### src/rtl/ariane_pkg.sv
// Shared frontend types plus the fetch queue sizing constants and width helpers.
package ariane_pkg;

  localparam int unsigned VLEN = 64;

  typedef enum logic [2:0] {
    NoCF,
    Branch,
    Jump,
    JumpR,
    Return
  } cf_t;

  typedef struct packed {
    cf_t             cf;
    logic [VLEN-1:0] predict_address;
  } branch_predict_sbe_t;

  typedef struct packed {
    logic [VLEN-1:0]     address;
    logic [31:0]         instruction;
    branch_predict_sbe_t branch_predict;
    logic                bp_taken;
    logic                page_fault;
    logic [2:0]          id;
  } frontend_fetch_t;

  localparam int unsigned FETCH_FIFO_DEPTH = 8;
  localparam int unsigned FETCH_ENTRY_W    = $bits(frontend_fetch_t);
  localparam int unsigned FETCH_FIFO_PTR_W = $clog2(FETCH_FIFO_DEPTH);
  localparam int unsigned FETCH_FIFO_CNT_W = FETCH_FIFO_PTR_W + 1;

  function automatic bit is_valid_fifo_depth(input int unsigned depth);
    return (depth >= 2) && ((depth & (depth - 1)) == 0);
  endfunction

endpackage

### src/rtl/fifo_sync_core.sv
// Generic typed synchronous FIFO: count-based full/empty, unreset storage with
// an asynchronous read of the head slot.
module fifo_sync_core
  import ariane_pkg::*;
#(
  parameter int unsigned DEPTH = 8,
  parameter type         T     = logic
) (
  input  logic                   clk_i,
  input  logic                   rst_ni,
  input  logic                   clear_i,
  input  logic                   push_i,
  input  logic                   pop_i,
  input  T                       data_i,
  output T                       data_o,
  output logic                   full_o,
  output logic                   empty_o,
  output logic [$clog2(DEPTH):0] count_o
);

  localparam int unsigned PTR_W = $clog2(DEPTH);
  localparam logic [PTR_W:0] FULL_CNT = (PTR_W + 1)'(DEPTH);

  if (!is_valid_fifo_depth(DEPTH)) begin : g_bad_depth
    $error("fifo_sync_core: DEPTH must be a power of two and at least 2");
  end

  logic [PTR_W-1:0] rptr_q, rptr_d;
  logic [PTR_W-1:0] wptr_q, wptr_d;
  logic [PTR_W:0]   cnt_q, cnt_d;
  logic             push_ok, pop_ok;

  T mem_q [DEPTH];

  assign full_o  = (cnt_q == FULL_CNT);
  assign empty_o = (cnt_q == '0);
  assign count_o = cnt_q;
  assign data_o  = mem_q[rptr_q];

  // Full refuses a push even when a pop happens in the same cycle.
  assign push_ok = push_i & ~full_o & ~clear_i;
  assign pop_ok  = pop_i & ~empty_o & ~clear_i;

  always_comb begin
    rptr_d = rptr_q;
    wptr_d = wptr_q;
    cnt_d  = cnt_q;
    if (clear_i) begin
      rptr_d = '0;
      wptr_d = '0;
      cnt_d  = '0;
    end else begin
      if (push_ok) wptr_d = wptr_q + PTR_W'(1);
      if (pop_ok)  rptr_d = rptr_q + PTR_W'(1);
      cnt_d = cnt_q + (PTR_W + 1)'(push_ok) - (PTR_W + 1)'(pop_ok);
    end
  end

  always_ff @(posedge clk_i) begin
    if (!rst_ni) begin
      rptr_q <= '0;
      wptr_q <= '0;
      cnt_q  <= '0;
    end else begin
      rptr_q <= rptr_d;
      wptr_q <= wptr_d;
      cnt_q  <= cnt_d;
    end
  end

  always_ff @(posedge clk_i) begin
    if (push_ok) mem_q[wptr_q] <= data_i;
  end

  a_count_bound: assert property (@(posedge clk_i) disable iff (!rst_ni) cnt_q <= FULL_CNT)
    else $error("fifo_sync_core: count exceeds DEPTH");

endmodule

### src/rtl/fetch_fifo.sv
// Instruction fetch queue between frontend and realigner: flush priority,
// reset-gated handshake outputs and an occupancy port around fifo_sync_core.
module fetch_fifo
  import ariane_pkg::*;
#(
  parameter int unsigned DEPTH = FETCH_FIFO_DEPTH
) (
  input  logic                     clk_i,
  input  logic                     rst_ni,
  input  logic                     flush_i,
  input  logic [FETCH_ENTRY_W-1:0] fetch_entry_i,
  input  logic                     fetch_entry_valid_i,
  output logic                     fetch_entry_ready_o,
  output logic [FETCH_ENTRY_W-1:0] fetch_entry_o,
  output logic                     fetch_entry_valid_o,
  input  logic                     fetch_ack_i,
  output logic [$clog2(DEPTH):0]   fifo_usage_o
);

  if (!is_valid_fifo_depth(DEPTH)) begin : g_bad_depth
    $error("fetch_fifo: DEPTH must be a power of two and at least 2");
  end

  frontend_fetch_t        wr_entry, rd_entry;
  logic                   full, empty;
  logic                   push, pop;
  logic [$clog2(DEPTH):0] count;

  assign wr_entry = frontend_fetch_t'(fetch_entry_i);

  // Ready and valid come from registered occupancy only, masked while in reset.
  assign fetch_entry_ready_o = rst_ni & ~full;
  assign fetch_entry_valid_o = rst_ni & ~empty;
  assign fifo_usage_o        = rst_ni ? count : '0;
  assign fetch_entry_o       = rd_entry;

  assign push = fetch_entry_valid_i & fetch_entry_ready_o & ~flush_i;
  assign pop  = fetch_ack_i & fetch_entry_valid_o & ~flush_i;

  fifo_sync_core #(
    .DEPTH (DEPTH),
    .T     (frontend_fetch_t)
  ) i_core (
    .clk_i   (clk_i),
    .rst_ni  (rst_ni),
    .clear_i (flush_i),
    .push_i  (push),
    .pop_i   (pop),
    .data_i  (wr_entry),
    .data_o  (rd_entry),
    .full_o  (full),
    .empty_o (empty),
    .count_o (count)
  );

  a_no_push_when_full: assert property (@(posedge clk_i) disable iff (!rst_ni)
    push |-> fetch_entry_ready_o)
    else $error("fetch_fifo: push accepted while not ready");

  a_head_stable: assert property (@(posedge clk_i) disable iff (!rst_ni)
    (fetch_entry_valid_o && !fetch_ack_i && !flush_i) |=> $stable(fetch_entry_o))
    else $error("fetch_fifo: head changed while stalled");

endmodule

### config.mk
export PLATFORM = sky130hd
export DESIGN_NAME = fetch_fifo
export DESIGN_NICKNAME = d
export VERILOG_FILES = /design/src/rtl/ariane_pkg.sv /design/src/rtl/fifo_sync_core.sv /design/src/rtl/fetch_fifo.sv
export SDC_FILE = /design/constraint.sdc
export NUM_CORES = 1
export LEC_CHECK = 0
export BUFFER_PORTS_ARGS = -buffer_cell sky130_fd_sc_hd__buf_2
export CORE_ASPECT_RATIO = 0.7
export CORE_MARGIN = 1.5
export CORE_UTILIZATION = 60
export CTS_CLUSTER_DIAMETER = 40
export CTS_CLUSTER_SIZE = 40
export DETAILED_ROUTE_END_ITERATION = 12
export PLACE_DENSITY = 0.79
export SYNTH_ARGS = -nofsm -noshare
export SYNTH_HDL_FRONTEND = slang
export SYNTH_HIERARCHICAL = 1
export SYNTH_SLANG_ARGS = --single-unit
### constraint.sdc
create_clock -name clk_i -period 20.5 [get_ports clk_i]
set_input_delay 6.15 -clock clk_i [delete_from_list [all_inputs] [get_ports clk_i]]
set_output_delay 6.15 -clock clk_i [all_outputs]
set_load 0.05 [all_outputs]
==> impl_metrics.tcl <==
set metrics [dict create \
    status "finished, final reports clean" \
    die-width_um 352 \
    vias 22689 \
    ys_ff_latch 1357 \
    cp.arrival_ns 6.69 \
    worst_setup_path_end_kind "output port" \
    seqPwrFrac 0.557 \
    cts_tree "yes" \
    yosysMostFrequentCell "edfxtp_1" \
    ir_worst_vdd_mv 0.0868 \
    path_class "in2out" \
    clk_pin_slew_ns 0.06 \
    initial_core_util 0.605 \
    clk_path_buf_depth 3 \
    stdcell_area_um2 58400 \
    synth_area_leader_cell "edfxtp_1" \
    synthesis.nets 2215 \
    fmax_mhz 77.9 \
    grt_pass1_vias 24016 \
    cp.required_ns 14.35 \
    net-switching-power_mw 1.14 \
    antenna_found_initial 30 \
    synth_cells 2034 \
    hold_violations 0 \
    timing.setup.tns_ns 0 \
    power_frac_comb 0.017 \
    grt.total_usage 0.236 \
    drv_slew 0 \
    rsz0062_at_grt "false" \
    worst_path_max_delay_cell "buf_2" \
    hpwl_mm 52.9 \
    clock_sinks 1357 \
    async_flop_share 0 \
    grt_max_degree 167 \
    die_y_um 247 \
    power.internal_mw 4.34 \
    sw_frac_of_total 0.208 \
    cpMostUsedCell "buf_2" \
    fin_crit_ns 12.84 \
    ctsResizeCount 0 \
    clock-root-buffer "clkbuf_16" \
    p_clk_frac 0.426 \
    synth_area_per_cell_um2 25.1 \
    ys.warnings.count 6 \
    ios 347 \
    p_leak_nw 18.2 \
    path_cells "buf_2 > nor2b_1 > buf_2" \
    critical_path.max_stage_delay_ns 0.26 \
    cts_hold_buffers 0 \
    firstDrtPassIters 5 \
    whs_ns 0.522 \
    postCtsSetupRepairBufs 0 \
    p_per_area_nw_per_um2 94.0 \
    layout.nets 2628 \
    drcViolationCount 0 \
    core_um2 84300 \
    rows 89 \
    seq_area_frac_synth 0.796 \
    worst_slew_pin_slew_ns 1.19 \
    worstSkewPairLatency_ns 0.70 \
    maxCapViolCount 0 \
    vias_per_cell 6.12 \
    grt_overflow_total 0 \
    synth-edff-count 1344 \
    synth_flop_cell "edfxtp_1" \
    grt_pass1_wl_mm 150 \
    die_area_um2 86800 \
    synth_top_area_frac 0.791 \
    cts_max_level 3 \
    drive_gt1_frac 0.439 \
    syn2layout_area_growth_pct 14.4 \
    finalCritPeriodShare 0.626 \
    relSlewSlack 0.207 \
    setup.worst_path.start_class "input port" \
    ys_top_cells_by_count "edfxtp_1, mux4_2, mux2_2, clkbuf_1, buf_2" \
    cts_buffers 119 \
    critPathMaxFanout 10 \
    place.gp.congestion 0.770 \
    placed_cell_area_um2 54100 \
    clock_skew_ns 0.0220 \
    r2r_slack_ns 15.80 \
    synth.top_cells.by_area "edfxtp_1, mux4_2, mux2_2" \
    synth_area_um2 51000 \
    hp-class "reg2reg" \
    post_drt_wl_per_cell_um 27.4 \
    drt_iter0_drc 1960 \
    io_buffers 346 \
    wl_mm 102 \
    finalSetupViolCount 0 \
    ant_nets 0 \
    synth.distinct_cells 31 \
]
## cell usage in the layout (no fill, tap or decap), types with 3 or more instances in the layout
cell type | synthesis | layout
dfxtp_1 | 13 | 10
mux2_2 | 168 | 168
dfxtp_4 | 0 | 3
ha_1 | 7 | 7
clkinv_2 | 0 | 12
nor2b_1 | 3 | 3
inv_1 | 10 | 10
nand2b_1 | 4 | 4
mux4_2 | 336 | 336
diode_2 | 0 | 15
clkinv_4 | 0 | 11
clkbuf_1 | 46 | 7
clkbuf_16 | 0 | 119
buf_4 | 0 | 38
clkinv_1 | 0 | 7
inv_6 | 0 | 23
inv_8 | 0 | 8
buf_12 | 0 | 3
inv_16 | 0 | 3
bufinv_16 | 0 | 12
clkinvlp_4 | 0 | 13
nor2_4 | 0 | 6
clkinv_8 | 0 | 10
buf_2 | 34 | 346
nor2_1 | 9 | 3
or4_1 | 3 | 3
o21ai_0 | 4 | 4
edfxtp_1 | 1344 | 1344
and2_1 | 5 | 5
a21oi_1 | 11 | 11
## metrics by stage
| step | worst slack (ns) | instances | util | power (mW) |
|---|---|---|---|---|
| final | 7.66 | 3705 | 0.693 | 5.48 |
| after global routing | 7.58 | 3699 | 0.692 | 5.63 |
| after CTS | 7.67 | 3690 | 0.692 | 5.52 |
| after detailed placement | 7.67 | 3463 | 0.642 | 3.21 |
| after global placement | 7.66 | 3463 | 0.642 | 3.20 |
| after floorplan | 1.14 | 2034 | - | 3.16 |
## kinds of logic (layout without fill, tap and decap cells)
group | after synthesis | after routing | share of synthesized area
xor gates and xnor gates | 1 | 1 | 0.000172
AOI/OAI and AO/OA | 20 | 20 | 0.00221
buffers and inverters | 105 | 624 | 0.00944
other | 0 | 15 | 0
muxes | 505 | 505 | 0.186
adders and majority gates | 8 | 8 | 0.00211
DFF | 1357 | 1357 | 0.796
and+or+nand+nor | 38 | 38 | 0.00449
## critical path, delay by kind of cell
| family | cells | cell delay, ns |
|---|---|---|
| and+or+nand+nor | 1 | 0.13 |
| buffers and inverters | 2 | 0.40 |
## registers in the layout, indices dropped and copies added, names as in the netlist, named ones only
register	flops
i_core/rptr_q	3
i_core/count_o	4
i_core/mem_q	1344
i_core/wptr_q	3
## layout make-up
| type | instances | area (um^2) |
|---|---|---|
| Clock buffer | 126 | 3000 |
| Multi-Input combinational cell | 572 | 9980 |
| Antenna cell | 15 | 37.5 |
| Inverter | 10 | 37.5 |
| Sequential cell | 1357 | 40600 |
| Fill cell | 4868 | 25900 |
| Tap cell | 1137 | 1420 |
| Timing Repair Buffer | 387 | 2080 |
| Clock inverter | 101 | 1190 |
## power by group through the flow
| stage | clock, mW | sequential [mW] | combinational, mW |
|---|---|---|---|
| finish | 2.34 | 3.05 | 0.0942 |
| global route | 2.47 | 3.05 | 0.101 |
| CTS | 2.37 | 3.05 | 0.0939 |
| detailed placement | 0 | 3.12 | 0.0931 |
| global placement | 0 | 3.11 | 0.0859 |
| floorplan | 0 | 3.12 | 0.0360 |
## path summary, 6_finish.rpt
check	endpoint	cells after the start	from
setup / recovery	fetch_entry_ready_o	3	rst_ni
hold / removal	register	2	i_core/rptr_q[2]$_SDFFE_PP0P_
setup reg to reg	i_core/mem_q[0][89]$_DFFE_PP_	10	i_core/count_o[2]$_SDFF_PP0_
hold reg to reg	register	2	i_core/rptr_q[2]$_SDFFE_PP0P_
## routing by layer
| layer | GRT usage | part of all wire |
|---|---|---|
| met5 | 0 | 0.0022 |
| met4 | 0.0712 | 0.024 |
| met3 | 0.0611 | 0.081 |
| met2 | 0.394 | 0.51 |
| met1 | 0.310 | 0.38 |
Power figures use the tool's default switching activity.
